===== config.mk =====
export PLATFORM = sky130hd
export DESIGN_NAME = entropy_sched
export DESIGN_NICKNAME = d
export VERILOG_FILES = /design/src/rtl/entropy_pkg.sv /design/src/rtl/entropy_sched_rr_arbiter.sv /design/src/rtl/entropy_sched.sv
export SDC_FILE = /design/constraint.sdc
export NUM_CORES = 1
export LEC_CHECK = 0
export CAP_MARGIN = 20
export CORE_MARGIN = 2
export CORE_UTILIZATION = 39
export CTS_CLUSTER_DIAMETER = 50
export DETAILED_ROUTE_END_ITERATION = 12
export GPL_TIMING_DRIVEN = 0
export PLACE_DENSITY = 0.77
export REMOVE_ABC_BUFFERS = 1
export SLEW_MARGIN = 40
export SYNTH_ARGS = -nofsm -noshare
export SYNTH_HDL_FRONTEND = slang
export SYNTH_SLANG_ARGS = --single-unit

===== constraint.sdc =====
create_clock -name clk -period 3.2 [get_ports clk]
set_input_delay 0.48 -clock clk [delete_from_list [all_inputs] [get_ports clk]]
set_output_delay 0.48 -clock clk [all_outputs]
set_load 0.05 [all_outputs]

===== src/rtl/entropy_pkg.sv =====
// entropy_pkg: shared types and constants for the entropy scheduler slice.
//   prime_state_t       : priming FSM state (PRIMING -> PRIMED, terminal)
//   LFSR_TAPS_16        : Galois LFSR feedback taps for a 16-bit idle mixer
//   PRIME_WORDS_DEFAULT : default number of accepted words before priming
//   ptr_width()         : round-robin pointer width, never below 1 bit
//   lfsr_taps()         : tap constant selected by LFSR width
package entropy_pkg;

    typedef enum logic {
        PRIMING = 1'b0,
        PRIMED  = 1'b1
    } prime_state_t;

    localparam logic [15:0] LFSR_TAPS_16        = 16'hB400;
    localparam int unsigned PRIME_WORDS_DEFAULT = 8;

    function automatic int unsigned ptr_width(input int unsigned n);
        return (n > 2) ? $clog2(n) : 1;
    endfunction

    // Only the 16-bit pool width has a characterised tap set; other widths
    // fall back to an MSB-plus-LSB feedback that still never locks at zero.
    function automatic logic [31:0] lfsr_taps(input int unsigned w);
        logic [31:0] t;
        if (w == 16) begin
            t = {16'h0000, LFSR_TAPS_16};
        end else begin
            t = (32'h1 << (w - 1)) | 32'h1;
        end
        return t;
    endfunction

endpackage


===== src/rtl/entropy_sched_rr_arbiter.sv =====
// rr_arbiter: purely combinational round-robin arbiter.
//   ptr    : index searched first (the pointer register lives in the parent)
//   valid  : per-requester request
//   grant  : one-hot grant to the first valid requester at or after ptr,
//            all zero when nothing is valid
//   winner : index of the granted requester (0 when none)
module rr_arbiter
    import entropy_pkg::*;
#(
    parameter int unsigned NSRC = 4
) (
    input  logic [ptr_width(NSRC)-1:0] ptr,
    input  logic [NSRC-1:0]            valid,
    output logic [NSRC-1:0]            grant,
    output logic [ptr_width(NSRC)-1:0] winner
);

    localparam int unsigned PW = ptr_width(NSRC);

    logic          found;
    logic [PW:0]   cand;

    always_comb begin
        grant  = '0;
        winner = '0;
        found  = 1'b0;
        cand   = '0;
        for (int unsigned k = 0; k < NSRC; k++) begin
            // Wrap by explicit compare so non-power-of-two NSRC stays in range
            cand = {1'b0, ptr} + (PW+1)'(k);
            if (cand > (PW+1)'(NSRC - 1)) begin
                cand = cand - (PW+1)'(NSRC);
            end
            if (!found && valid[cand[PW-1:0]]) begin
                found                 = 1'b1;
                grant[cand[PW-1:0]]   = 1'b1;
                winner                = cand[PW-1:0];
            end
        end
    end

endmodule


===== src/rtl/entropy_sched.sv =====
// entropy_sched: round-robin scheduler sharing the entropy pool's single
// word-injection input among NSRC sources, plus a priming tracker.
//   clk, rst_n   : clock; synchronous active-low reset
//   src_valid    : per-source word valid
//   src_word     : source words, source i at [i*WIDTH +: WIDTH]
//   src_ready    : per-source grant (one-hot or zero, forced 0 in reset)
//   e_word       : registered word to the pool (one cycle after transfer)
//   pool_primed  : high once PRIME_WORDS words accepted since reset
//   mix_active   : high when e_word carries an accepted word
// Optional: define ENTROPY_SCHED_IDLE_MIX_EN to inject a free-running
// Galois LFSR value on idle cycles instead of zero.
module entropy_sched
    import entropy_pkg::*;
#(
    parameter int unsigned WIDTH       = 16,
    parameter int unsigned NSRC        = 4,
    parameter int unsigned PRIME_WORDS = PRIME_WORDS_DEFAULT
) (
    input  logic                    clk,
    input  logic                    rst_n,
    input  logic [NSRC-1:0]         src_valid,
    input  logic [NSRC*WIDTH-1:0]   src_word,
    output logic [NSRC-1:0]         src_ready,
    output logic [WIDTH-1:0]        e_word,
    output logic                    pool_primed,
    output logic                    mix_active
);

    localparam int unsigned PW           = ptr_width(NSRC);
    localparam logic [7:0]  PRIME_TARGET = 8'(PRIME_WORDS);
    localparam logic [PW-1:0] LAST_IDX   = PW'(NSRC - 1);

    logic [PW-1:0]    ptr;
    logic [PW-1:0]    winner;
    logic [NSRC-1:0]  grant;
    logic             xfer;
    logic [WIDTH-1:0] sel_word;
    logic [WIDTH-1:0] idle_word;
    logic [7:0]       prime_cnt;
    prime_state_t     state;

    rr_arbiter #(
        .NSRC (NSRC)
    ) u_arb (
        .ptr    (ptr),
        .valid  (src_valid),
        .grant  (grant),
        .winner (winner)
    );

    assign src_ready = rst_n ? grant : '0;
    assign xfer      = |(src_valid & src_ready);

    // Grant is one-hot, so a priority-free select is sufficient
    always_comb begin
        sel_word = '0;
        for (int unsigned i = 0; i < NSRC; i++) begin
            if (grant[i]) begin
                sel_word = src_word[i*WIDTH +: WIDTH];
            end
        end
    end

`ifdef ENTROPY_SCHED_IDLE_MIX_EN
    localparam logic [WIDTH-1:0] TAPS = WIDTH'(lfsr_taps(WIDTH));

    logic [WIDTH-1:0] lfsr;

    always_ff @(posedge clk) begin
        if (!rst_n) begin
            lfsr <= WIDTH'(1);
        end else begin
            lfsr <= (lfsr >> 1) ^ (lfsr[0] ? TAPS : '0);
        end
    end

    assign idle_word = lfsr;
`else
    assign idle_word = '0;
`endif

    always_ff @(posedge clk) begin
        if (!rst_n) begin
            ptr         <= '0;
            e_word      <= '0;
            mix_active  <= 1'b0;
            prime_cnt   <= '0;
            pool_primed <= 1'b0;
            state       <= PRIMING;
        end else begin
            if (xfer) begin
                ptr        <= (winner == LAST_IDX) ? '0 : winner + PW'(1);
                e_word     <= sel_word;
                mix_active <= 1'b1;
            end else begin
                e_word     <= idle_word;
                mix_active <= 1'b0;
            end

            case (state)
                PRIMING: begin
                    if (xfer) begin
                        prime_cnt <= prime_cnt + 8'd1;
                        // Registered flag rises with the PRIME_WORDS-th word on e_word
                        if (prime_cnt + 8'd1 == PRIME_TARGET) begin
                            state       <= PRIMED;
                            pool_primed <= 1'b1;
                        end
                    end
                end
                PRIMED: begin
                    pool_primed <= 1'b1;
                end
                default: begin
                    state <= PRIMING;
                end
            endcase
        end
    end

endmodule


After elaboration in Yosys (flattened, before gate mapping) --
Index checks and enable logic that the tools add are counted.
Storage, ports and cells: output and inout bits 22, bits in registers 29, logic and storage cells 94, bits of input ports 70
Operators by class: equality and inequality tests 4, reductions and logical operators 14, bitwise operators 5, muxes and demuxes 44, add/sub/neg operators 9, magnitude comparators 12
Operators with widths (number):
- 16-bit 2-to-1 mux | 4
- 4-bit 2-to-1 mux | 5
- 2-bit 2-to-1 mux | 9
- 1-bit 2-to-1 mux | 17
- 2-bit by 3-bit < comparator with 1-bit output (second input constant) | 4
- 4-bit OR | 3
- 3-bit by 2-bit > comparator with 1-bit output (second input constant) | 3
- 8-bit by 1-bit adder with 8-bit output (second input constant) | 1
- 1-bit binary-select mux with 2-bit select | 4
- 1-bit demux with 2-bit select | 4
- 8-bit by 4-bit equality test with 1-bit output (second input constant) | 1
- 2-bit by 1-bit greater-or-equal comparator with 1-bit output (second input constant) | 4
- 2-bit by 1-bit subtractor with 2-bit output (second input constant) | 4
- 1-bit logical AND | 7
- 2-bit by 2-bit adder with 3-bit output (second input constant) | 2
- 2-bit AND reduction | 3
- 4-bit bitwise AND | 1
- 2-bit != test (second input constant) | 2
- 4-bit OR reduction | 1
- 2-bit by 1-bit adder with 3-bit output (second input constant) | 1
- 1-bit logical NOT | 3
- 2-bit by 1-bit adder with 2-bit output (second input constant) | 1
- 2-bit equality test (second input constant) | 1
- 2-bit > comparator (second input constant) | 1
- other kinds (2) | 2

Depth between registers and ports, before layout --
Gate-level depths: netlist (run 1).
depth in word-level cells 19, mapped depth 14

Cells and area by module --
Synthesis (run 1) repeated with hierarchy kept, for this count alone.
Second synthesis, totals: cell total of the unflattened synthesis 254, area, all modules 2064.5 µm²
Modules (own cells, without submodules):
- entropy_sched | seq. area each 580.6 µm², area an instance 1575.3 µm², cells each 189, times used 1
- rr_arbiter | seq. area each 0.0 µm², area an instance 489.2 µm², cells each 65, times used 1

Worst setup path after synthesis (run 1) --
OpenSTA, ideal clock, no wires.
path type register -> output, start reg (tool-made name), end out src_ready[3], setup slack -579 ps, path buffers 4, data arrival time 3299 ps, required time 2720 ps, stages on the path, launching flop included 12, path through dfxtp_1 -> buf_6 -> clkbuf_1 -> inv_1 -> ha_1 -> buf_4 -> mux4_2 -> or2_1 -> nor2_1 -> nor2_1 -> buf_2 -> nor2_1
RTL lines:
- to (decl) | RTL line entropy_sched.sv:23 | output logic [NSRC-1:0] src_ready,

==> impl_metrics.ini, run 1 <==
[status]
status = completed

[hold_path]
min_from = prime_cnt[7]
hold_class = reg2reg

[placement]
globalplace.congestion = 0.862
hpwl_um = 5100
port_buffers = 91

[power_and_ir_drop]
pwr_density_cell_mw_per_mm2 = 1020
pwr-share-clk_pct = 11.4
totalPowerFinal_mw = 3.55
p_int_mw = 1.77
p_leak_nw = 1.33
ir_drop_mv = 0.514
p_comb_share_pct = 72.9
p_sw_mw = 1.77
switching_share_pct = 50.0
p_seq_share_pct = 15.7

[clock_tree]
cts_buffers = 5
htreeDepth = 2
clock_latency_ns = 0.28
clkSinkCount = 29
cts_tree = done
cts-root-buf = clkbuf_8
clk_pin_slew_worst_paths_ns = 0.07
ctsHoldBuffers = 0
clk_path_buf_depth = 2

[drt]
drcViolationCount = 0
num_vias = 2534
drt_iter0_markers = 115
vias_per_cell = 5.64
met3WireLength_um = 526
drt_pre_antenna_iters = 4
dr_wl_met2_um = 3940
dr.max_layer_used = met4
ant_nets = 0
post_drt_wl_per_cell_um = 17.4
routed_wl_um = 7800
m1WireLength_um = 3140

[run]
cap_violations = 0

[synthesis]
synthDistinctLibCells = 50
yosysWarnings = 0
synth_edf_count = 0
synth_area_leaders = dfxtp_1, o311ai_1, nand2_1
synth_cells = 279
synth_top_area_cell = dfxtp_1
synth_async_sr_flop_share_pct = 0
ys_seq_area_share_pct = 25.7
syn-cell-area_sq_mm = 0.00226
ys.flop_type = dfxtp_1
avgSynthCellArea_sq_um = 8.09
synthDominantCellAreaShare_pct = 25.7
synth_seq_cells = 29

[timing]
slew_viol_final = 0
fmax_ghz = 0.319
period_share_pct = 97.9
finalSetupViolCount = 0
finClkSkew_ns = 0.00245
slew_headroom_pct = 60.1
layout_min_cycle_time_ns = 3.13
worst_pin_slew_ns = 0.597
finalHoldViolCount = 0
tns_ns = 0

[critical_path]
start_kind = flip-flop
critPathMaxFanout = 10
arrival_ns = 2.65
crit_path_end_kind = primary output
critPathKind = reg2out
worst_ep_required_time_ns = 2.72

[global_routing]
grt_overflow_total = 0
grt_use_total_pct = 23.7
grt_first_pass_wirelength_um = 11800
antenna_found_initial = 0
grt_pass1_vias = 2383
grt_max_degree = 19

[floorplanning]
die_h_um = 80.1
rows = 27
die_area_sq_mm = 0.00642
coreArea_sq_mm = 0.00554
die_x_um = 80.1
ios = 92
initial_core_util_pct = 40.8

[cells_and_area]
seq_area_sq_um = 588
diodes = 0
multi_input_area_sq_mm = 0.00153
drive_above_1_share_pct = 17.5
area_growth_pct = 53.6
nets = 452
num-fill-cells = 478
critical path: stages (launching register included):
cell	delay (ns)
dfxtp_4	0.41
inv_1	0.11
ha_4	0.31
mux4_2	0.61
or2_4	0.31
a21oi_4	0.13
or2_4	0.14
and2_1	0.13
buf_4	0.20
power by group through the flow:
| stage | sequential [mW] | combinational (mW) | clock (mW) |
|---|---|---|---|
| floorplan | 0.953 | 1.21 | 0 |
| global placement | 0.575 | 2.19 | 0 |
| detailed placement | 0.580 | 2.27 | 0 |
| CTS | 0.569 | 2.47 | 0.410 |
| global route | 0.567 | 2.76 | 0.431 |
| finish | 0.557 | 2.58 | 0.405 |
cells in the final DEF (no fill, tap or decap), types with 4 or more instances in the layout:
cell type,n
buf_4,22
mux4_2,4
o21ai_0,20
o311ai_1,16
dfxtp_1,27
nand2_1,35
a21oi_1,10
o22ai_1,4
nand2b_1,10
mux2i_1,13
a21oi_2,9
dlygate4sd2_1,4
clkdlybuf4s50_1,83
o211ai_1,16
a31oi_1,4
inv_1,21
nand4_1,4
ha_1,5
clkbuf_8,6
nor2_1,11
area by class of cell:
type | instances | share of cell area (%)
clock buffer | 7 | 2.49
clock inverter | 1 | 0.866
inverter | 22 | 2.38
multi-input combinational | 205 | 44.0
sequential | 29 | 17.0
tap | 72 | 2.60
timing repair buffer | 113 | 30.7
per-layer routing:
| layer | vias to the layer above | global-route usage [%] |
|---|---|---|
| met1 | 1202 | 29.4 |
| met2 | 105 | 40.9 |
| li1 | 1212 | - |
| met3 | 15 | 4.16 |
| met4 | 0 | 8.31 |
| met5 | - | 0 |
what timing repair did:
| item | CTS | global route |
|---|---|---|
| setup endpoints to repair | 33 | 9 |
| setup buffers | 13 | 7 |
| endpoints found under the hold margin | 0 | 0 |
| pin swaps | 4 | 1 |
| gates cloned | 0 | 0 |
| gates resized for setup | 41 | 3 |
worst paths after layout:
| check | endpoint | slack [ns] | cells after the start |
|---|---|---|---|
| max | src_ready[1] | 0.07 | 8 |
| min | prime_cnt[7] | 0.48 | 2 |
| max reg2reg | prime_cnt[4] | 0.11 | 10 |
| min reg2reg | prime_cnt[7] | 0.48 | 2 |
synthesized netlist by cell type, drive strengths merged (2+ instances only):
cell type,count
a211o,2
a221oi,2
nor2b,2
o22ai,4
ha,6
mux2i,13
buf,11
nand4,4
mux4,4
a22oi,2
clkbuf,12
a21oi,20
inv,22
nor2,14
o211ai,16
o21ai,22
nand2,36
dfxtp,29
o311ai,16
or2,3
xnor2,3
nor3b,2
and2,3
nand2b,10
and3,2
a2111oi,2
a31oi,5
flip-flops by register name, summed over array words and instances, names as in the netlist, named ones only:
| signal | flops |
|---|---|
| e_word | 16 |
| state | 1 |
| mix_active | 1 |
| pool_primed | 1 |
| prime_cnt | 8 |
| ptr | 1 |
cell families (layout without fill, tap and decap cells):
logic type | count (synthesis) | after routing | share of synthesized area (%)
AOI/OAI and AO/OA | 96 | 96 | 32.2
and+or+nand+nor | 81 | 81 | 17.4
buffers and inverters | 45 | 143 | 9.53
DFF | 29 | 29 | 25.7
muxes | 18 | 18 | 10.2
adders and majority gates | 6 | 6 | 3.32
xor gates and xnor gates | 4 | 4 | 1.55
metrics by stage:
step / util [%] / instances / hold WS, ns / area [sq um] / setup slack [ns]
3_5_place_dp: 57.1 / 421 / 0.475 / 3160 / -2.10
3_3_place_gp: 56.4 / 419 / 0.459 / 3130 / -2.04
2_1_floorplan: - / 256 / 0.446 / 2130 / -1.00
4_1_cts: 61.5 / 442 / 0.484 / 3410 / 0.0139
5_1_grt: 62.6 / 449 / 0.508 / 3470 / -0.0139
6_report: 62.6 / 449 / 0.483 / 3470 / 0.0685
Note: power is estimated with default switching activity, not from simulation.
==> inputs of run 2 (changes only) <==
--- a/config.mk
+++ b/config.mk
@@ -10,6 +10,7 @@
 export CORE_UTILIZATION = 39
 export CTS_CLUSTER_DIAMETER = 50
 export DETAILED_ROUTE_END_ITERATION = 12
+export GPL_ROUTABILITY_DRIVEN = 0
 export GPL_TIMING_DRIVEN = 0
 export PLACE_DENSITY = 0.77
 export REMOVE_ABC_BUFFERS = 1
==> results of run 2 <==
No change in the layout: final DEF, timing and power equal those of run 1.
